File: src/rtl/casez_seq_ctrl.sv
// Burst sequencer producing the registered 3-bit phase code for the casez decode stage.
// Phase groups: 000/001 idle-side, 01? active, 1?? terminal.
module casez_seq_ctrl #(
    parameter int unsigned CNT_W   = 4,
    parameter int unsigned TIMEOUT = 8
) (
    input  logic             clk,
    input  logic             rstn,
    input  logic             start,
    input  logic [CNT_W-1:0] len,
    input  logic             valid,
    input  logic             abort,
    input  logic             clear,
    output logic [2:0]       state,
    output logic             busy,
    output logic [CNT_W-1:0] beat_cnt,
    output logic             err
);

    localparam int unsigned IDLE_W = (TIMEOUT < 2) ? 1 : $clog2(TIMEOUT + 1);

    typedef enum logic [2:0] {
        IDLE = 3'b000,
        ARM  = 3'b001,
        RUN  = 3'b010,
        LAST = 3'b011,
        DONE = 3'b100,
        ERR  = 3'b110
    } state_e;

    // Plain vector so the unused codes 101/111 stay representable and recoverable.
    logic [2:0]        state_q;
    logic [CNT_W-1:0]  remaining;
    logic [CNT_W-1:0]  beat_q;
    logic [IDLE_W-1:0] idle_cnt;
    logic              timeout_hit;

    assign timeout_hit = (idle_cnt == IDLE_W'(TIMEOUT - 1));

    always_ff @(posedge clk or negedge rstn) begin
        if (!rstn) begin
            state_q   <= IDLE;
            remaining <= '0;
            beat_q    <= '0;
            idle_cnt  <= '0;
        end else begin
            case (state_q)
                IDLE: begin
                    if (start) begin
                        beat_q   <= '0;
                        idle_cnt <= '0;
                        if (len != '0) begin
                            remaining <= len;
                            state_q   <= ARM;
                        end else begin
                            remaining <= '0;
                            state_q   <= DONE;
                        end
                    end
                end
                ARM: begin
                    state_q <= (remaining == CNT_W'(1)) ? LAST : RUN;
                end
                RUN: begin
                    if (abort) begin
                        state_q <= ERR;
                    end else if (valid) begin
                        beat_q    <= beat_q + CNT_W'(1);
                        remaining <= remaining - CNT_W'(1);
                        idle_cnt  <= '0;
                        if (remaining == CNT_W'(2))
                            state_q <= LAST;
                    end else if (timeout_hit) begin
                        state_q <= ERR;
                    end else begin
                        idle_cnt <= idle_cnt + IDLE_W'(1);
                    end
                end
                LAST: begin
                    if (abort) begin
                        state_q <= ERR;
                    end else if (valid) begin
                        beat_q    <= beat_q + CNT_W'(1);
                        remaining <= remaining - CNT_W'(1);
                        idle_cnt  <= '0;
                        state_q   <= DONE;
                    end else if (timeout_hit) begin
                        state_q <= ERR;
                    end else begin
                        idle_cnt <= idle_cnt + IDLE_W'(1);
                    end
                end
                DONE: begin
                    state_q <= IDLE;
                end
                ERR: begin
                    if (clear)
                        state_q <= IDLE;
                end
                default: begin
                    state_q <= IDLE;
                end
            endcase
        end
    end

    assign state    = state_q;
    assign busy     = (state_q == ARM) || (state_q == RUN) || (state_q == LAST);
    assign err      = (state_q == ERR);
    assign beat_cnt = beat_q;

endmodule

File: config.mk
export PLATFORM = sky130hd
export DESIGN_NAME = casez_seq_ctrl
export DESIGN_NICKNAME = d
export VERILOG_FILES = /design/src/rtl/casez_seq_ctrl.sv
export SDC_FILE = /design/constraint.sdc
export NUM_CORES = 1
export LEC_CHECK = 0
export CORE_MARGIN = 5
export CORE_UTILIZATION = 35
export DETAILED_ROUTE_END_ITERATION = 10
export SLEW_MARGIN = 20
export SYNTH_ARGS = -nofsm -noshare
export SYNTH_HDL_FRONTEND = slang
export SYNTH_SLANG_ARGS = --single-unit
File: constraint.sdc
create_clock -name clk -period 2.71 [get_ports clk]
set_input_delay 0.542 -clock clk [delete_from_list [all_inputs] [get_ports clk]]
set_output_delay 0.542 -clock clk [all_outputs]
set_load 0.03 [all_outputs]
# [Yosys cells after proc, flatten, opt, wreduce, memory -nomap -nowiden]
# Index checks and enable logic that the tools add are counted.
[op_classes] n_eq_ne=13 mux=24 n_reduce_logical=9 add_sub_neg=3
[op_table] operator="4-bit 2-to-1 mux" count=10
[op_table] operator="3-bit 2-to-1 mux" count=9
[op_table] operator="4-bit one-hot mux with 2 select lines" count=3
[op_table] operator="3-bit one-hot mux with 5 select lines" count=1
[op_table] operator="4-bit by 1-bit adder with 4-bit output, second input constant" count=2
[op_table] operator="4-bit AND reduction" count=2
[op_table] operator="3-bit by 2-bit == test with 1-bit output, second input constant" count=2
[op_table] operator="2-bit inequality test, second input constant" count=3
[op_table] operator="4-bit by 1-bit == test with 1-bit output, second input constant" count=1
[op_table] operator="4-bit by 2-bit == test with 1-bit output, second input constant" count=1
[op_table] operator="4-bit by 3-bit == test with 1-bit output, second input constant" count=1
[op_table] operator="4-bit inequality test, second input constant" count=1
[op_table] operator="4-bit nonzero test" count=1
[op_table] operator="4-bit by 1-bit subtractor with 4-bit output, second input constant" count=1
[op_table] operator="3-bit by 1-bit == test with 1-bit output, second input constant" count=1
[op_table] operator="3-bit == test, second input constant" count=1
[op_table] operator="3-bit logical NOT" count=1
[op_table] operator="3-bit inequality test, second input constant" count=1
[op_table] operator="3-bit AND reduction" count=1
[op_table] operator="1-bit logical OR" count=2
[op_table] operator="2-bit by 1-bit inequality test with 1-bit output, second input constant" count=1
[op_table] operator="2-bit nonzero test" count=1
[op_table] operator="2-bit OR reduction" count=1
[op_table] operator="1-bit 2-to-1 mux" count=1
[totals] elab_cells=53 out_inout_bits=9 register_bits=15

# [Logic depth before layout (Yosys ltp)]
[logic_depth] depth_word=5 mapped_depth=5 depth_no_buf=5

# [Least setup slack after synthesis]
# OpenSTA, ideal clock, no wires.
[synth_timing] path_type="flip-flop to output port" startpoint="register state_q[1] (netlist: state[1])" endpoint="output err" setup_slack_ns=0.852 n_path_buf=1 stages_incl_launch_ff=4 t_arrival_ns=1.316 required_time_ns=2.168 path_cell_list="dfrtp_1 > buf_2 > nand2_1 > nor2_1"
[synth_between] elab_chain_cells=1
[synth_rtl] element="from (decl)" line="32" rtl="logic [2:0] state_q;"
[synth_rtl] element="from (signal assigned)" line="62" rtl="state_q <= (remaining == CNT_W'(1)) ? LAST : RUN;"
[synth_rtl] element="3-bit == test" line="109" rtl="assign err = (state_q == ERR);"
[synth_rtl] element="to (decl)" line="17" rtl="output logic err"
# No other way between the ends.

# [Worst setup path after layout]
[layout_timing] startpoint="register state_q[0] (netlist: state[0])" endpoint="output busy"
[layout_between] elab_chain_cells=3
[layout_rtl] element="3-bit by 1-bit == test with 1-bit output / 3-bit by 2-bit == test with 1-bit output (equally long branches)" line="108" rtl="assign busy = (state_q == ARM) || (state_q == RUN) || (state_q == LAST);"
[layout_rtl] element="1-bit logical OR" line="108"
[layout_rtl] element="1-bit logical OR (*)" line="108"
[layout_rtl] element="to (decl)" line="15" rtl="output logic busy,"
# Every way passes the cells marked *; elsewhere a longest branch is shown, timed or not.

==> results.json <==
{
  "finish.instance_area_mm2": 0.001220,
  "crit_fanout": 12,
  "critPathCapture": "busy",
  "synth_flop_cell": "dfrtp_1",
  "crit_arrival_ns": 1.76,
  "die_w_um": 62.94,
  "top_usage_layer": "met2",
  "clockBufferDepth": 2,
  "mostFrequentLayoutCell": "clkdlybuf4s50_1",
  "r2r_start": "state[2]",
  "n_antenna_cell": 0,
  "grt_pass1_vias": 862,
  "cpMostUsedCell": "nor2_1",
  "outcome": "finished clean",
  "grt-ovfl-total": 0,
  "switchingPower_mw": 0.5552,
  "clkPwrFrac_pct": 11.6,
  "synth_warnings": 0,
  "cts_resized": 0,
  "cp_num_buf_inv": 1,
  "r2r-end": "idle_cnt[0]",
  "cts_made_buffers": 3,
  "synth-adder-area-share_pct": 6.378,
  "place_ws_ns": 0.5447,
  "reg2reg_slack_ns": 0.95,
  "p_comb_share_pct": 55.1,
  "areaGrowthSynthToFinish_pct": 24.36,
  "crit_chain": "nor2_1 -> nor2_1 -> clkdlybuf4s50_1",
  "path_depth": 3,
  "path_delay_family": "buffers and inverters",
  "gr-usage-all-layers_pct": 13.31,
  "layout-drive-gt1-share_pct": 8.475,
  "max-cap-violations": 0,
  "setup_violations": 0,
  "finalWirelength_um": 2429,
  "p_total_mw": 1.207,
  "final_cell_mix": "clkdlybuf4s50_1, dfrtp_1, o21ai_0, nor2_1, ha_1",
  "finalMaxSlewViolations": 0,
  "wl_per_cell_um": 16.30,
  "intPower_mw": 0.6520,
  "crit_type": "reg2out",
  "r2r_cells": 4,
  "postCtsHoldBufs": 0,
  "fmax_ghz": 0.4342,
  "power_leakage_nw": 0.4768,
  "initial_core_util_pct": 36.20,
  "whs_ns": 0.5499,
  "ant_nets": 0,
  "grt_first_pass_wirelength_um": 4181,
  "grt_start_max_net_pins": 16,
  "pin_count": 19,
  "path_clk_slew_ns": 0.11,
  "use_met2_pct": 21.41,
  "core_mm2": 0.002710,
  "synthCells": 98,
  "cts_setup_buffers": 0,
  "grt_setup_unrepaired": "no",
  "clock_sinks": 15,
  "cp.required_ns": 2.17,
  "die-area_mm2": 0.003961,
  "gp_congestion": 0.8329,
  "via_per_inst": 6.000,
  "h-tree-depth": 1,
  "placed_cell_area_mm2": 0.001192,
  "layout.nets": 134,
  "synth_top_family_by_area": "simple AND/OR/NAND/NOR gates",
  "grtUsageMet1_pct": 16.37,
  "synth_area_per_cell_um2": 10.01,
  "slowest_stage": "clkdlybuf4s50_1",
  "synth_xor_area_share_pct": 0.8929,
  "root_buffer": "clkbuf_4",
  "die_h_um": 62.94,
  "drtIter0Drc": 29,
  "postSynth.asyncResetShare_pct": 100.0,
  "hpwl_um": 1820,
  "worstMarginPinSlew_ns": 0.7119,
  "hold_violations": 0,
  "period_needed_ns": 2.303,
  "drc": 0,
  "first_pass_iters": 4,
  "antenna_found_initial": 0,
  "cts_tree": "done",
  "synth-simple-area-share_pct": 27.04,
  "relSlewSlack_pct": 52.39,
  "end_kind": "output port",
  "power_density_mw_per_mm2": 989.6,
  "synth_edf_count": 0,
  "synth_mux_area_share_pct": 1.148,
  "holdCritPathClass": "reg2reg",
  "insertion_delay_ns": 0.30,
  "portBuffers": 18,
  "cp-start-kind": "register",
  "finalCritPeriodShare_pct": 84.99,
  "rows": 19,
  "ir_drop_mv": 0.4509,
  "synth_area_um2": 980.9,
  "synth_cell_types": 38,
  "vias": 894,
  "clock_skew_ns": 0.01134,
  "yosys_register_bits": 15,
  "syn_nets": 113,
  "max_stage_delay_ns": 0.69,
  "use_met3_pct": 4.496,
  "swShare_pct": 45.99,
  "power_frac_seq_pct": 33.3,
  "hold_depth": 1,
  "tns_ns": 0,
  "ys_seq_area_share_pct": 38.27,
  "fin_ws_ns": 0.4067,
  "cp-startpoint": "state[0]",
  "synth_compound_area_share_pct": 22.45
}
## per-stage QoR
| stage | instances | utilization, % |
|---|---|---|
| floorplan | 98 | - |
| global placement | 145 | 44.00 |
| detailed placement | 145 | 44.00 |
| CTS | 149 | 45.01 |
| global route | 149 | 45.01 |
| finish | 149 | 45.01 |
## power groups by stage
stage | Clock, mW | Combinational [mW] | Sequential, mW
after floorplan | 0 | 0.399 | 0.446
after global placement | 0 | 0.657 | 0.403
after detailed placement | 0 | 0.668 | 0.406
after CTS | 0.141 | 0.671 | 0.402
after global routing | 0.155 | 0.735 | 0.415
final | 0.140 | 0.665 | 0.402
## cell families (layout without fill, tap and decap cells)
group	count (synthesis)	count (layout)
xor gates and xnor gates	1	1
adders and majority gates	5	5
muxes	1	1
buffers and inverters	8	28
DFF	15	15
and+or+nand+nor	37	37
AOI/OAI and AO/OA	31	31
## final cells by class
class | count | area (um^2)
clock inverters | 1 | 5.005
inverters | 4 | 15.01
fillers | 286 | 1490
flip-flops and latches | 15 | 375.4
multi-input cells | 75 | 568.0
clock buffers | 3 | 22.52
repair buffers | 20 | 195.2
well taps | 31 | 38.79
## routing by layer
| layer | routed length (um) | part of all wire, % |
|---|---|---|
| met3 | 110 | 4.5 |
| met5 | 0 | 0 |
| met4 | 36 | 1.5 |
| met2 | 1194 | 49 |
| met1 | 1086 | 45 |
## registers in the layout, summed over array words and instances, names as in the netlist
| signal | cells |
|---|---|
| remaining | 4 |
| state | 3 |
| idle_cnt | 4 |
| beat_cnt | 4 |
## worst register-to-register path, cell delays in order, from the launching register on
cell and delay, ns:
dfrtp_1 0.41, buf_4 0.19, nand2b_1 0.32, nor4_1 0.53, mux2_2 0.25
## worst min path at each step
stage                start     endpoint  slack (ns)
5_1_grt        idle_cnt[1]  idle_cnt[1]        0.59
3_5_place_dp   idle_cnt[1]  idle_cnt[1]        0.53
3_3_place_gp   idle_cnt[1]  idle_cnt[1]        0.53
2_1_floorplan         rstn  beat_cnt[0]        0.25
6_report       idle_cnt[1]  idle_cnt[1]        0.55
4_1_cts        idle_cnt[1]  idle_cnt[1]        0.56
## synthesized netlist by cell type, types with 2 or more instances
| cell type | n | share of area (%) |
|---|---|---|
| a21oi_1 | 4 | 2.0 |
| a22o_1 | 3 | 2.7 |
| a22oi_1 | 3 | 2.3 |
| a311oi_1 | 2 | 1.8 |
| buf_2 | 3 | 1.5 |
| dfrtp_1 | 15 | 38 |
| ha_1 | 5 | 6.4 |
| inv_1 | 4 | 1.5 |
| nand2_1 | 2 | 0.77 |
| nand2b_1 | 4 | 2.6 |
| nand3_1 | 4 | 2.0 |
| nor2_1 | 5 | 1.9 |
| nor3b_1 | 3 | 2.3 |
| nor4bb_1 | 3 | 3.1 |
| o21ai_0 | 7 | 3.6 |
| o22ai_1 | 2 | 1.3 |
| o2bb2ai_1 | 2 | 1.8 |
| o311ai_0 | 3 | 2.7 |
| or3_1 | 3 | 1.9 |
| or4_1 | 2 | 1.5 |
| or4b_1 | 2 | 2.0 |
Power figures use the tool's default switching activity.
